--- src/rtl/tdes_block_sequencer.sv ---
// Multi-block job sequencer between the bus slave and the triple-DES core.
// CBC chaining (chain register, iv, iv_load, cbc_mode) is compiled in by `define TDES_SEQ_CBC_EN.
module tdes_block_sequencer #(
  parameter int unsigned DEPTH = 4,
  parameter int unsigned BLK_W = 64,
  parameter int unsigned CNT_W = $clog2(DEPTH + 1)
) (
  input  logic             HCLK,
  input  logic             HRESET,
  input  logic             in_valid,
  output logic             in_ready,
  input  logic [BLK_W-1:0] in_data,
  output logic             out_valid,
  input  logic             out_ready,
  output logic [BLK_W-1:0] out_data,
  input  logic             encr_decr,
  input  logic             cbc_mode,
  input  logic             iv_load,
  input  logic [BLK_W-1:0] iv,
  output logic             core_start,
  output logic             core_encr_decr,
  output logic [BLK_W-1:0] core_data,
  input  logic             core_done,
  input  logic [BLK_W-1:0] core_result,
  output logic [CNT_W-1:0] in_count,
  output logic [CNT_W-1:0] out_count,
  output logic             busy
);

  localparam int unsigned AW = (DEPTH > 1) ? $clog2(DEPTH) : 1;

  typedef enum logic [1:0] {S_IDLE, S_ISSUE, S_WAIT} state_t;

  state_t           r_state;
  state_t           w_state_nxt;
  logic             w_issue;
  logic             w_in_pop;
  logic             w_out_push;
  logic             w_iv_ld;
  logic             w_iv_req;

  logic [BLK_W-1:0] r_in_mem [DEPTH];
  logic [AW-1:0]    r_in_wr;
  logic [AW-1:0]    r_in_rd;
  logic [CNT_W-1:0] r_in_cnt;
  logic             w_in_push;
  logic             w_in_pop_g;
  logic [BLK_W-1:0] w_in_head;

  logic [BLK_W-1:0] r_out_mem [DEPTH];
  logic [AW-1:0]    r_out_wr;
  logic [AW-1:0]    r_out_rd;
  logic [CNT_W-1:0] r_out_cnt;
  logic [CNT_W-1:0] w_out_cnt_nxt;
  logic [AW-1:0]    w_out_rd_nxt;
  logic [BLK_W-1:0] w_out_head_nxt;
  logic [BLK_W-1:0] r_out_data;
  logic             w_out_pop;

  logic             r_core_start;
  logic [BLK_W-1:0] r_core_data;
  logic             r_blk_ed;
  logic [BLK_W-1:0] w_core_data_nxt;
  logic [BLK_W-1:0] w_res;

  assign in_ready       = (r_in_cnt != CNT_W'(DEPTH));
  assign out_valid      = (r_out_cnt != '0);
  assign out_data       = r_out_data;
  assign in_count       = r_in_cnt;
  assign out_count      = r_out_cnt;
  assign busy           = (r_state != S_IDLE);
  assign core_start     = r_core_start;
  assign core_data      = r_core_data;
  assign core_encr_decr = r_blk_ed;

  // State register
  always_ff @(posedge HCLK or negedge HRESET) begin
    if (!HRESET) r_state <= S_IDLE;
    else         r_state <= w_state_nxt;
  end

  // Output space is reserved at issue, so the push on core_done never overflows
  always_comb begin
    w_state_nxt = r_state;
    w_issue     = 1'b0;
    w_in_pop    = 1'b0;
    w_out_push  = 1'b0;
    w_iv_ld     = 1'b0;
    case (r_state)
      S_IDLE: begin
        if (w_iv_req) begin
          w_iv_ld = 1'b1;
        end else if ((r_in_cnt != '0) && (r_out_cnt != CNT_W'(DEPTH))) begin
          w_issue     = 1'b1;
          w_state_nxt = S_ISSUE;
        end
      end
      S_ISSUE: begin
        w_in_pop    = 1'b1;
        w_state_nxt = S_WAIT;
      end
      S_WAIT: begin
        if (core_done) begin
          w_out_push  = 1'b1;
          w_state_nxt = S_IDLE;
        end
      end
      default: w_state_nxt = S_IDLE;
    endcase
  end

  // Input FIFO
  assign w_in_push  = in_valid && in_ready;
  assign w_in_pop_g = w_in_pop && (r_in_cnt != '0);
  assign w_in_head  = r_in_mem[r_in_rd];

  always_ff @(posedge HCLK) begin
    if (w_in_push) r_in_mem[r_in_wr] <= in_data;
  end

  always_ff @(posedge HCLK or negedge HRESET) begin
    if (!HRESET) begin
      r_in_wr  <= '0;
      r_in_rd  <= '0;
      r_in_cnt <= '0;
    end else begin
      if (w_in_push)  r_in_wr <= r_in_wr + AW'(1);
      if (w_in_pop_g) r_in_rd <= r_in_rd + AW'(1);
      if (w_in_push && !w_in_pop_g)      r_in_cnt <= r_in_cnt + CNT_W'(1);
      else if (!w_in_push && w_in_pop_g) r_in_cnt <= r_in_cnt - CNT_W'(1);
    end
  end

  // Output FIFO with registered first-word fall-through head
  assign w_out_pop    = out_valid && out_ready;
  assign w_out_rd_nxt = w_out_pop ? (r_out_rd + AW'(1)) : r_out_rd;
  assign w_out_head_nxt = (w_out_push && (w_out_rd_nxt == r_out_wr)) ? w_res
                                                                     : r_out_mem[w_out_rd_nxt];

  always_comb begin
    w_out_cnt_nxt = r_out_cnt;
    if (w_out_push && !w_out_pop)      w_out_cnt_nxt = r_out_cnt + CNT_W'(1);
    else if (!w_out_push && w_out_pop) w_out_cnt_nxt = r_out_cnt - CNT_W'(1);
  end

  always_ff @(posedge HCLK) begin
    if (w_out_push) r_out_mem[r_out_wr] <= w_res;
  end

  always_ff @(posedge HCLK or negedge HRESET) begin
    if (!HRESET) begin
      r_out_wr   <= '0;
      r_out_rd   <= '0;
      r_out_cnt  <= '0;
      r_out_data <= '0;
    end else begin
      if (w_out_push) r_out_wr <= r_out_wr + AW'(1);
      r_out_rd  <= w_out_rd_nxt;
      r_out_cnt <= w_out_cnt_nxt;
      if (w_out_cnt_nxt != '0) r_out_data <= w_out_head_nxt;
    end
  end

  // Core request registers, loaded on the IDLE->ISSUE decision and held through WAIT
  always_ff @(posedge HCLK or negedge HRESET) begin
    if (!HRESET) begin
      r_core_start <= 1'b0;
      r_core_data  <= '0;
      r_blk_ed     <= 1'b0;
    end else begin
      r_core_start <= w_issue;
      if (w_issue) begin
        r_blk_ed    <= encr_decr;
        r_core_data <= w_core_data_nxt;
      end
    end
  end

`ifdef TDES_SEQ_CBC_EN
  logic [BLK_W-1:0] r_chain;
  logic [BLK_W-1:0] r_hold_in;
  logic             r_blk_cbc;

  assign w_iv_req        = iv_load;
  assign w_core_data_nxt = (cbc_mode && encr_decr) ? (w_in_head ^ r_chain) : w_in_head;
  assign w_res           = (r_blk_cbc && !r_blk_ed) ? (core_result ^ r_chain) : core_result;

  // Chain only moves on an IDLE iv_load or when a CBC block completes
  always_ff @(posedge HCLK or negedge HRESET) begin
    if (!HRESET) begin
      r_chain   <= '0;
      r_hold_in <= '0;
      r_blk_cbc <= 1'b0;
    end else begin
      if (w_issue) begin
        r_hold_in <= w_in_head;
        r_blk_cbc <= cbc_mode;
      end
      if (w_iv_ld)                      r_chain <= iv;
      else if (w_out_push && r_blk_cbc) r_chain <= r_blk_ed ? core_result : r_hold_in;
    end
  end
`else
  logic w_unused;

  assign w_iv_req        = 1'b0;
  assign w_core_data_nxt = w_in_head;
  assign w_res           = core_result;
  assign w_unused        = ^{cbc_mode, iv_load, iv, w_iv_ld};
`endif

endmodule
--- config.mk ---
export PLATFORM = sky130hd
export DESIGN_NAME = tdes_block_sequencer
export DESIGN_NICKNAME = d
export VERILOG_FILES = /design/src/rtl/tdes_block_sequencer.sv
export SDC_FILE = /design/constraint.sdc
export NUM_CORES = 1
export LEC_CHECK = 0
export ABC_AREA = 1
export CORE_UTILIZATION = 52
export DETAILED_ROUTE_END_ITERATION = 8
export PLACE_DENSITY_LB_ADDON = 0.05
export SLEW_MARGIN = 20
export SYNTH_ARGS = -nofsm -noshare
export SYNTH_HDL_FRONTEND = slang
export SYNTH_SLANG_ARGS = --single-unit
export TNS_END_PERCENT = 20
--- constraint.sdc ---
create_clock -name HCLK -period 5.7 [get_ports HCLK]
set_input_delay 1.14 -clock HCLK [delete_from_list [all_inputs] [get_ports HCLK]]
set_output_delay 1.14 -clock HCLK [all_outputs]
set_load 0.01 [all_outputs]
Word level (Yosys, flattened, before mapping):

Memory sizes are Yosys's and may differ from the RTL's. A register that Yosys moved wholly into a read port is not among the register bits.
Index checks and enable logic that the tools add are counted.

* bits in latches: 0
* bits in registers: 18
* output and inout bits: 139
* ROM bits: 0
* word-level logic and storage cells: 63
* input port bits: 200
* RAM bits: 512
* memories: 2

Memory list
* r_in_mem: depth 4, bits a word 64, rd ports 1, clocked after memory_dff 1, write ports 1, line 42 `logic [BLK_W-1:0] r_in_mem [DEPTH];`
* r_out_mem: depth 4, bits a word 64, rd ports 1, clocked after memory_dff 1, write ports 1, line 50 `logic [BLK_W-1:0] r_out_mem [DEPTH];`

* shift-type cells: 0
* magnitude comparators: 0
* div/mod/pow operators: 0
* equality and inequality tests: 6
* muxes and demuxes: 17
* add/sub/neg operators: 8
* bitwise operators: 0
* reduce and logical (&&, ||, !) cells: 21
* multipliers: 0

Operators with widths (number)
* $mux 3: 4
* $mux 1: 9
* $reduce_bool 3->1: 3
* $add 2x1->2 const B: 4
* $logic_and 1x1->1: 8
* $add 3x1->3 const B: 2
* $logic_not 1->1: 6
* $mux 2: 3
* $ne 3x3->1 const B: 2
* $pmux 2 s3: 1
* $sub 3x1->3 const B: 2
* $ne 2x2->1 const B: 2
* $reduce_bool 2->1: 2
* $eq 2x1->1 const B: 1
* $eq 2x2->1 const B: 1
* $logic_not 2->1: 1
* $reduce_and 2->1: 1

Logic depth before layout (Yosys ltp):

Gate-level depths: netlist of run 1.

* depth after elaboration: 7
* gate-level depth with buffers: 14
* depth with buffers taken out: 13

Least setup slack after synthesis of run 1:

Ideal clock, no wire load.

* kind: input -> register
* start: in core_done
* end: mem r_out_mem[0][0] (enable)
* path buffers: 0
* library setup time: 0.487 ns
* required time: 5.213 ns
* path slack: 1.241 ns
* stages on the path: 2
* data arrival time: 3.973 ns
* cells stage by stage: nand3_2 -> nor2_1

* cells in the longest elaborated chain, start to end: 4

RTL lines
* start, declared: line 23 `input logic core_done,`
* $mux 1: line 103 `if (core_done) begin`
* $mux 1: line 89 `case (r_state)`
* $mux 1: line 147 `if (w_out_push) r_out_mem[r_out_wr] <= w_res;`
* $mux 1 (not written as such): line 147
* end, declared: line 50

No other way between the ends.

Final worst setup path of run 1:

* start: in out_ready
* end: reg r_out_data[27], in the netlist out_data[27] (read register of r_out_mem)

* cells in the longest elaborated chain, start to end: 5
* elaborated cells between the ends (all ways): 8

RTL lines
* start, declared: line 14 `input logic out_ready,`
* $logic_and 1x1->1 *: line 135 `assign w_out_pop = out_valid && out_ready;`
* $logic_and 1x1->1 / $logic_not 1->1 (equally long branches): line 143, 142
* $mux 3 / $logic_and 1x1->1 (equally long branches): line 143, 142
* $mux 3: line 142 `if (w_out_push && !w_out_pop) w_out_cnt_nxt = r_out_cnt + CNT_W'(1);`
* $reduce_bool 3->1: line 160 `if (w_out_cnt_nxt != '0) r_out_data <= w_out_head_nxt;`
* end, declared: line 57 `logic [BLK_W-1:0] r_out_data;`

Every way passes the cells marked *; elsewhere a longest branch is shown, timed or not.
A chain may end at the register's enable or synchronous reset.

==> results.md, run 1 <==
- Compound-Gate Fraction of Synth Area: 0.0406
- Psw: approximately 6.8 mW
- Cells after synthesis: between 2000 and 2500
- CTS Buf Count: 69
- R2R cell count: 12
- HPWL Detailed: around 33000 µm
- ANT nets after route: 0
- Total gr overflow: 0
- I/O pin cnt: 339
- Routed len/inst: 19.8 µm
- Hold WS: 0.478 ns
- Gp weighted congestion: around 0.75
- Total power: approximately 18 mW
- Residual DRC: 0
- Worst r2r dst: out_data[27]$_DFFE_PN0P_
- Mux contribution to synthesized area: 0
- Pleak: about 12 nW
- Clk slew on worst S/H paths: 0.06 ns
- Peak supply drop: roughly 0.54 mV
- Worst setup SP type: primary input
- Synth cell types: 25
- Int Pwr: approximately 11 mW
- Fmax: around 0.27 GHz
- Endpoint type of the worst setup path: flip-flop
- Die Y: 227 µm
- Vias per cell: 5.53
- Post-synthesis sequential area ratio: 0.722
- FF-to-FF Start: out_count[0]$_DFF_PN0_
- Row cnt: slightly above 80
- Area of the die: slightly above 50000 µm²
- Tcrit/Tclk final: 0.643
- Clk Latency, worst-skew pair: roughly 0.6 ns
- Worst-path fanout max: 67
- Total track usage: 0.250
- First-pass GRT wire length: around 100000 µm
- Worst Setup SP: out_ready
- Pre-Repair DR Iteration Count: 5
- Final nets: around 2700
- Logic pwr share: 0.383
- Hold buffers post-CTS: 0
- Total number of vias: 17900
- Main combinational cell family by area after synthesis: simple AND/OR/NAND/NOR gates
- Initial core utilization: 0.527
- Die W: between 200 and 250 µm
- Seq pwr share: 0.373
- Tmin final: about 3.7 ns
- Post CTS Setup Buffer Count: 0
- Post-CTS resize count: 0
- Ys Warns: 0
- CTS tree: done
- CTS max path bufs: 3
- Post-Synth Adder-Cell Area: 0.00645
- Placeable Area: between 50000 and 60000 µm²
- Worst-margin pin slew: ~1.0 ns
- Worst EP arrival: roughly 4.2 ns
- End of the critical path: out_data[27]$_DFFE_PN0P_
- Worst endpoint required time: between 6 and 7 ns
- Final setup viols: 0
- Number of synthesized register bits: around 660
- Buffers on Ports: around 270
- Max-slew violation count: 0
- XOR/XNOR Fraction of Synth Area: 0.00199
- Max-slew headroom: 0.303
- DRT iter0 DRCs: roughly 1200
- Crit Path Category: primary input to flip-flop
- Clock Power Share: 0.244
- R2R setup slack: ~2.4 ns
- Syn Nets: 2493
- Setup Skew: 0.0164 ns
- Vias in the first global route: 17600
- Pwr dens: around 570 nW/µm²
- Final WL: 63800 µm
- Max-Cap Viols: 0
- Layout cell share with drive strength beyond 1: 0.0611
- Area Overhead vs Synth: 20.8%
- Switching Fraction: 0.371
- H-tree levels: 3
- Post-layout util: 0.636
- TritonCTS Sinks: 658
- Setup TNS: 0 ns
- Largest net degree at the start of global routing: 91
- Worst min path class: flip-flop to flip-flop
- Avg Cell Area, Syn: 11.6 µm²
- Number of failing hold endpoints at the final stage: 0
- CTS root buf: clkbuf_16
- Post-Syn Area: around 26000 µm²
- Initial antenna violation count: 9
- Synth Area in Simple Gates: 0.188
- Status: complete, no violations
- RSZ-0062 raised after global routing: no
## kinds of logic after synthesis
family	count (synthesis)
xor+xnor	6
flops	658
compound gates	198
fa+ha+maj	13
buf+inv	252
simple gates	1153
## sequential cells by signal, summed over array words and instances (netlist names), 2 cells and up
name	cells
r_in_mem	256
r_out_wr	2
out_data	64
r_in_rd	2
out_count	3
r_out_rd	2
r_state	2
in_count	3
r_out_mem	256
r_in_wr	2
core_data	64
## placed cells by master (no fill, tap or decap), drive strengths merged, types with 22 or more instances in the layout
| master | instances |
|---|---|
| buf | 30 |
| clkbuf | 97 |
| clkdlybuf4s50 | 271 |
| clkinv | 22 |
| dfrtp | 146 |
| edfxtp | 512 |
| inv | 98 |
| nand2 | 610 |
| nand3 | 337 |
| nand4 | 65 |
| nor2 | 141 |
| o21ai | 132 |
| o22ai | 64 |
## worst max-delay path, stage by stage
cell	delay, ns
clkdlybuf4s50_1	0.56
nand2_1	0.13
inv_2	0.10
nand2_4	0.43
nand2_1	0.28
nand3_1	0.11
nand2_2	0.09
nand3_2	0.53
buf_12	0.45
nand2_1	0.09
nand3_1	0.13
nand2_1	0.11
## cell type report
class,instances,area [µm²]
Tap cell,672,841
Clock inverter,27,300
Clock buffer,97,1940
Timing Repair Buffer,301,3020
Fill cell,3991,18200
Sequential cell,658,19000
Multi-Input combinational cell,1370,6340
Antenna cell,3,7.51
Inverter,101,383
## metrics by stage
stage               cells  area, µm²  setup slack, ns
finish               3229      31900             2.04
global route         3226      31800             1.86
CTS                  3226      31800             2.08
detailed placement   3102      29600             1.45
global placement     3102      29600             1.51
floorplan            2280      26400             1.24
## worst min path at each step
stage               slack [ns]  cells after the start                    endpoint                        from
floorplan                 0.51                      2      r_state[1]$_DFFE_PN0P_      r_state[0]$_DFFE_PN0P_
global placement          0.46                      2  core_encr_decr$_DFFE_PN0P_  core_encr_decr$_DFFE_PN0P_
detailed placement        0.46                      2    out_data[15]$_DFFE_PN0P_    out_data[15]$_DFFE_PN0P_
CTS                       0.48                      2    out_data[14]$_DFFE_PN0P_    out_data[14]$_DFFE_PN0P_
global route              0.49                      2    out_data[55]$_DFFE_PN0P_    out_data[55]$_DFFE_PN0P_
finish                    0.48                      2    out_data[55]$_DFFE_PN0P_    out_data[55]$_DFFE_PN0P_
## synth_stat cells, drive strengths merged
| library cell | count | share of area |
|---|---|---|
| edfxtp | 512 | 0.58 |
| fa | 1 | 0.00076 |
| nor2 | 141 | 0.020 |
| nand2 | 610 | 0.088 |
| dfrtp | 146 | 0.14 |
| nand3 | 337 | 0.064 |
| inv | 100 | 0.014 |
| clkbuf | 59 | 0.0084 |
| o21ai | 132 | 0.025 |
| clkinv | 1 | 0.00019 |
| xor2 | 5 | 0.0017 |
| xnor2 | 1 | 0.00033 |
| ha | 12 | 0.0057 |
| buf | 92 | 0.019 |
| o22ai | 64 | 0.015 |
| a21oi | 2 | 0.00038 |
| nand4 | 65 | 0.015 |
## layer usage
layer / global-route usage / share of wire / routed length, µm
met4: 0.0903 / 0.025 / 1610
met5: 0 / 0.00089 / 57
met3: 0.0631 / 0.072 / 4580
met2: 0.417 / 0.49 / 31300
met1: 0.315 / 0.41 / 26300
## power by group through the flow
stage | combinational (mW) | clock [mW] | sequential (mW)
after global routing | 7.79 | 4.70 | 6.91
after global placement | 6.95 | 0 | 6.87
after floorplan | 4.23 | 0 | 7.05
final | 7.00 | 4.46 | 6.81
after CTS | 7.09 | 4.53 | 6.81
after detailed placement | 7.04 | 0 | 6.90
(Power assumes the default switching activity.)
==> run 2, diff against run 1 <==
--- a/config.mk
+++ b/config.mk
@@ -6,7 +6,7 @@
 export NUM_CORES = 1
 export LEC_CHECK = 0
 export ABC_AREA = 1
-export CORE_UTILIZATION = 52
+export CORE_UTILIZATION = 50
 export DETAILED_ROUTE_END_ITERATION = 8
 export PLACE_DENSITY_LB_ADDON = 0.05
 export SLEW_MARGIN = 20
==> constraint.sdc (replaced) <==
create_clock -name HCLK -period 3.3 [get_ports HCLK]
set_input_delay 0.66 -clock HCLK [delete_from_list [all_inputs] [get_ports HCLK]]
set_output_delay 0.66 -clock HCLK [all_outputs]
set_load 0.01 [all_outputs]
==> run 2 against run 1 <==
  * Clock power grew 71%
  * Sequential cell count is the same
  * Largest power group unchanged
  * Clock-buffer cell count increased by 4
  * Largest cell class unchanged
  * Register-to-register slack worse by 1.4 ns
==> results.md, run 2 (synthesized netlist as in run 1, its figures left out) <==
- Status: complete, no violations
- CTS tree: done
- Vias per cell: 5.50
- Pwr dens: just under 1000 nW/µm²
- Total power: roughly 32 mW
- Die W: between 200 and 250 µm
- Fillers: 4090
- Max-slew headroom: 0.454
- ANT nets after route: 0
- Peak supply drop: 0.578 mV
- Initial antenna violation count: 7
- Final setup viols: 0
- Post-layout util: 0.622
- RSZ-0062 raised after global routing: no
- Setup Skew: between 0.015 and 0.02 ns
- Initial core utilization: 0.510
- Crit Path Category: flip-flop to output pin
- Placeable Area: 51700 µm²
- Total gr overflow: 0
- Layout cell share with drive strength beyond 1: 0.0695
- Fmax: around 0.37 GHz
- Pleak: between 10 and 15 nW
- Worst Setup SP: out_count[0]$_DFF_PN0_
- Post-CTS resize count: 0
- I/O pin cnt: roughly 340
- Commonest non-fill, non-tap cell in the layout: nand2_1
- Final nets: between 2000 and 3000
- Final WL: between 60000 and 70000 µm
- Tcrit/Tclk final: 0.813
- Total number of vias: between 15000 and 20000
- TritonCTS Sinks: about 660
- Post CTS Setup Buffer Count: 0
- Residual DRC: 0
- Number of failing hold endpoints at the final stage: 0
- Clk slew on worst S/H paths: ~0.060 ns
- Setup TNS: 0 ns
- Endpoint type of the worst setup path: output pin
- Area of the die: 53700 µm²
- Worst-margin pin slew: a little over 0.8 ns
- HPWL Detailed: 33700 µm
- FF-to-FF Start: out_count[0]$_DFF_PN0_
- Most frequent cells in the layout: nand2_1 (599), edfxtp_1 (512), nand3_1 (334), clkdlybuf4s50_1 (271), dfrtp_1 (144)
- Fin area: 32200 µm²
- R2R setup slack: 0.95 ns
- R2R cell count: 12
- CTS max path bufs: 3
- Worst-path fanout max: 7
- Worst endpoint required time: 2.64 ns
- Worst r2r dst: out_data[0]$_DFFE_PN0P_
- Area Overhead vs Synth: 22.0%
- Total track usage: 0.241
- H-tree levels: 3
- Hold buffers post-CTS: 0
- Vias in the first global route: about 18000
- Worst min path class: primary input to async pin
- Worst setup SP type: flip-flop
- Area post-placement: between 20000 and 30000 µm²
- Max-slew violation count: 0
- Max-Cap Viols: 0
- Biggest regs: r_in_mem: 256 flops, r_out_mem: 256 flops
- Buffers on Ports: roughly 270
- Tmin final: approximately 2.7 ns
- Pre-Repair DR Iteration Count: 5
- First-pass GRT wire length: approximately 100000 µm
- Die Y: approximately 230 µm
- Clk Latency, worst-skew pair: roughly 0.60 ns
- Worst EP arrival: between 2 and 2.5 ns
- CTS root buf: clkbuf_16
- CTS Buf Count: 70
- Largest net degree at the start of global routing: between 100 and 150
- Gp weighted congestion: 0.781
- Row cnt: 83
- Routed len/inst: between 15 and 20 µm
- DRT iter0 DRCs: around 1300
[run 2: how the worst max path moves through the flow]
| stage | endpoint | depth (start not counted) |
|---|---|---|
| 2_1_floorplan | r_in_mem[0][0]$_DFFE_PP_ | 4 |
| 3_3_place_gp | out_data[0]$_DFFE_PN0P_ | 9 |
| 3_5_place_dp | out_data[0]$_DFFE_PN0P_ | 9 |
| 4_1_cts | out_valid | 4 |
| 5_1_grt | out_valid | 4 |
| 6_report | out_valid | 4 |
[run 2: layout make-up]
class,instances,area [µm²],share of cell area
diodes,3,7.51,0.000233
clock buffers,101,2020,0.0628
clock inverters,27,219,0.00681
inverters,101,382,0.0119
multi-input cells,1370,6340,0.197
flip-flops and latches,658,19000,0.592
well taps,680,851,0.0264
repair buffers,317,3320,0.103
[run 2: through the flow]
| stage | hold WS (ns) | cells | setup WS [ns] |
|---|---|---|---|
| finish | 0.0790 | 3257 | 0.617 |
| global placement | 0.461 | 3126 | 0.461 |
| floorplan | 0.364 | 2280 | -0.713 |
| detailed placement | 0.464 | 3126 | 0.444 |
| CTS | 0.0777 | 3254 | 0.540 |
| global route | 0.107 | 3255 | 0.491 |
[run 2: routing by layer]
metal	vias up	track usage	wire length [µm]
met5	-	0	54
met4	8	0.0720	1290
met1	8871	0.314	27300
li1	8441	-	-
met3	106	0.0535	4080
met2	491	0.404	31800
[run 2: worst max-delay path: stages, from the launching register on]
cell,delay [ns]
dfrtp_1,0.39
inv_1,0.09
ha_1,0.24
nand2_4,0.13
clkdlybuf4s50_1,0.58
[run 2: power breakdown]
| group | total (mW) | internal [mW] | switching [mW] |
|---|---|---|---|
| combinational | 12.6 | 4.59 | 7.97 |
| sequential | 11.7 | 10.9 | 0.746 |
| clock | 7.64 | 4.50 | 3.14 |
| total | 31.9 | 20.0 | 11.9 |
==> run 3, diff against run 2 <==
--- a/config.mk
+++ b/config.mk
@@ -6,7 +6,7 @@
 export NUM_CORES = 1
 export LEC_CHECK = 0
 export ABC_AREA = 1
-export CORE_UTILIZATION = 50
+export CORE_UTILIZATION = 52
 export DETAILED_ROUTE_END_ITERATION = 8
 export PLACE_DENSITY_LB_ADDON = 0.05
 export SLEW_MARGIN = 20
==> constraint.sdc (replaced) <==
create_clock -name HCLK -period 2.6 [get_ports HCLK]
set_input_delay 0.52 -clock HCLK [delete_from_list [all_inputs] [get_ports HCLK]]
set_output_delay 0.52 -clock HCLK [all_outputs]
set_load 0.01 [all_outputs]
==> run 3 against run 2 <==
  * Wire length shrank 0.26%
  * Critical path depth decreased by 1
  * First-iteration DRC count up 1.4%
  * Total power rose by 28%
  * Sequential power is 26% higher
  * Die area is 3.8% lower
  * Non-clock buffer count increased by 16
  * Worst hold slack improved by 0.38 ns
  * Cell count grew 0.28%
  * Critical endpoint is now in_ready
  * Clock-buffer cell count decreased by 11
  * Via count increased by 0.60%
  * Final area up 0.70%
==> results.md, run 3 (synthesized netlist as in run 1, its figures left out) <==
- Number of failing hold endpoints at the final stage: 0
- Pleak: 12.7 nW
- Gp weighted congestion: 0.768
- Crit Path Category: flip-flop to output pin
- Residual DRC: 0
- Total track usage: 0.253
- RSZ-0062 raised after global routing: no
- Worst setup SP type: flip-flop
- Setup TNS: 0 ns
- CTS tree: done
- First-pass GRT wire length: ~100000 µm
- HPWL Detailed: around 36000 µm
- Most frequent cells in the layout: nand2_1 (599), edfxtp_1 (512), nand3_1 (334), clkdlybuf4s50_1 (270), dfrtp_1 (144)
- Routed len/inst: just under 20 µm
- Area Overhead vs Synth: 22.9%
- I/O pin cnt: ~340
- Total gr overflow: 0
- Initial core utilization: 0.527
- Area occupied by registers: about 19000 µm²
- Final setup viols: 0
- Vias in the first global route: about 18000
- H-tree levels: 3
- CTS Buf Count: 70
- Tcrit/Tclk final: 0.880
- Layout cell share with drive strength beyond 1: 0.0760
- Worst endpoint required time: 2.08 ns
- Fmax: roughly 0.44 GHz
- Placeable Area: 50100 µm²
- Fillers: around 4000
- Final WL: between 60000 and 70000 µm
- Biggest regs: r_in_mem: 256 flops, r_out_mem: 256 flops
- Pwr dens: ~1300 nW/µm²
- Die W: about 230 µm
- ANT nets after route: 0
- Max-Cap Viols: 0
- Die Y: roughly 230 µm
- Peak supply drop: between 0.8 and 0.9 mV
- Endpoint type of the worst setup path: output pin
- DP Cell Count: around 3100
- CTS max path bufs: 3
- Largest net degree at the start of global routing: about 130
- CP max-delay cell: clkdlybuf4s50_1
- Worst EP arrival: about 1.8 ns
- Status: complete, no violations
- Post-Layout Cell Count: roughly 3300
- Buffers on Ports: about 270
- CTS root buf: clkbuf_16
- Worst-margin pin slew: roughly 0.8 ns
- Commonest non-fill, non-tap cell in the layout: nand2_1
- DRT iter0 DRCs: between 1000 and 1500
- Area of the die: roughly 52000 µm²
- Worst min path class: primary input to flip-flop
- Max-slew violation count: 0
- Pre-Repair DR Iteration Count: 5
- Total number of vias: between 15000 and 20000
- Max-slew headroom: 0.454
- Setup Skew: 0.0232 ns
- Clk Latency, worst-skew pair: about 0.61 ns
- Area of the multi-input gates: 6340 µm²
- CP bufs+invs: 2
- Cell chain of the critical path: inv_1 -> nand3_1 -> clkdlybuf4s50_1
- Final nets: around 2700
- TritonCTS Sinks: roughly 660
- Clk slew on worst S/H paths: 0.06 ns
- Vias per cell: between 5 and 6
- Initial antenna violation count: 9
- Row cnt: 82
- Critical path's largest stage delay: between 0.5 and 0.6 ns
- Tmin final: approximately 2.3 ns
- Worst-path fanout max: 4
- Crit path max-delay family: buffers and inverters
[run 3: layout make-up]
type	instances	area share
clock buffer	90	0.0583
timing repair buffer	333	0.111
tap	672	0.0259
antenna	3	0.000232
multi-input combinational	1370	0.196
clock inverter	39	0.0101
inverter	101	0.0118
sequential	658	0.587
[run 3: final timing paths]
path / slack (ns) / end / cells past startpoint / start
max: 0.31 / in_ready / 3 / in_count[0]$_DFFE_PN0P_
min reg2reg: 0.48 / out_data[19]$_DFFE_PN0P_ / 2 / out_data[19]$_DFFE_PN0P_
max in group asynchronous: 1.36 / core_data[59]$_DFFE_PN0P_ / 3 / HRESET
max reg2reg: 0.39 / out_data[62]$_DFFE_PN0P_ / 12 / out_count[0]$_DFF_PN0_
min in group asynchronous: 0.53 / out_data[16]$_DFFE_PN0P_ / 2 / HRESET
min: 0.46 / core_encr_decr$_DFFE_PN0P_ / 3 / encr_decr
[run 3: worst min-delay path: stages]
cell and delay (ns):
clkdlybuf4s50_1 0.39, nand2_1 0.06, nand2_1 0.04
[run 3: through the flow]
step | total power [mW] | utilization | hold WS (ns) | area [µm²] | worst slack (ns)
after CTS | 41.2 | 0.647 | 0.430 | 32400 | 0.0465
after detailed placement | 31.4 | 0.602 | 0.464 | 30200 | 0.0215
after global routing | 43.4 | 0.647 | 0.464 | 32400 | 0.185
final | 40.8 | 0.647 | 0.463 | 32400 | 0.313
after floorplan | 24.7 | - | 0.224 | 26400 | -0.387
after global placement | 31.1 | 0.602 | 0.462 | 30200 | 0.0760
[run 3: what timing repair did]
item                       in CTS  in global routing
hold buffers                    1                  0
setup endpoints to repair       1                  1
gates cloned                    0                  0
pin swaps                       0                  0
hold endpoints to repair       52                  0
gates resized for setup         0                  1
setup buffers                   2                  0
[run 3: power by group]
part	internal (mW)	switching, mW
Sequential	13.9	0.963
Clock	5.64	3.98
Combinational	6.13	10.2
Total	25.7	15.2
[run 3: layer usage]
layer	vias up	part of all wire	GRT usage
li1	8457	-	-
met1	8926	0.41	0.317
met2	524	0.50	0.434
met3	106	0.067	0.0560
met4	12	0.023	0.0855
met5	-	0.0013	0
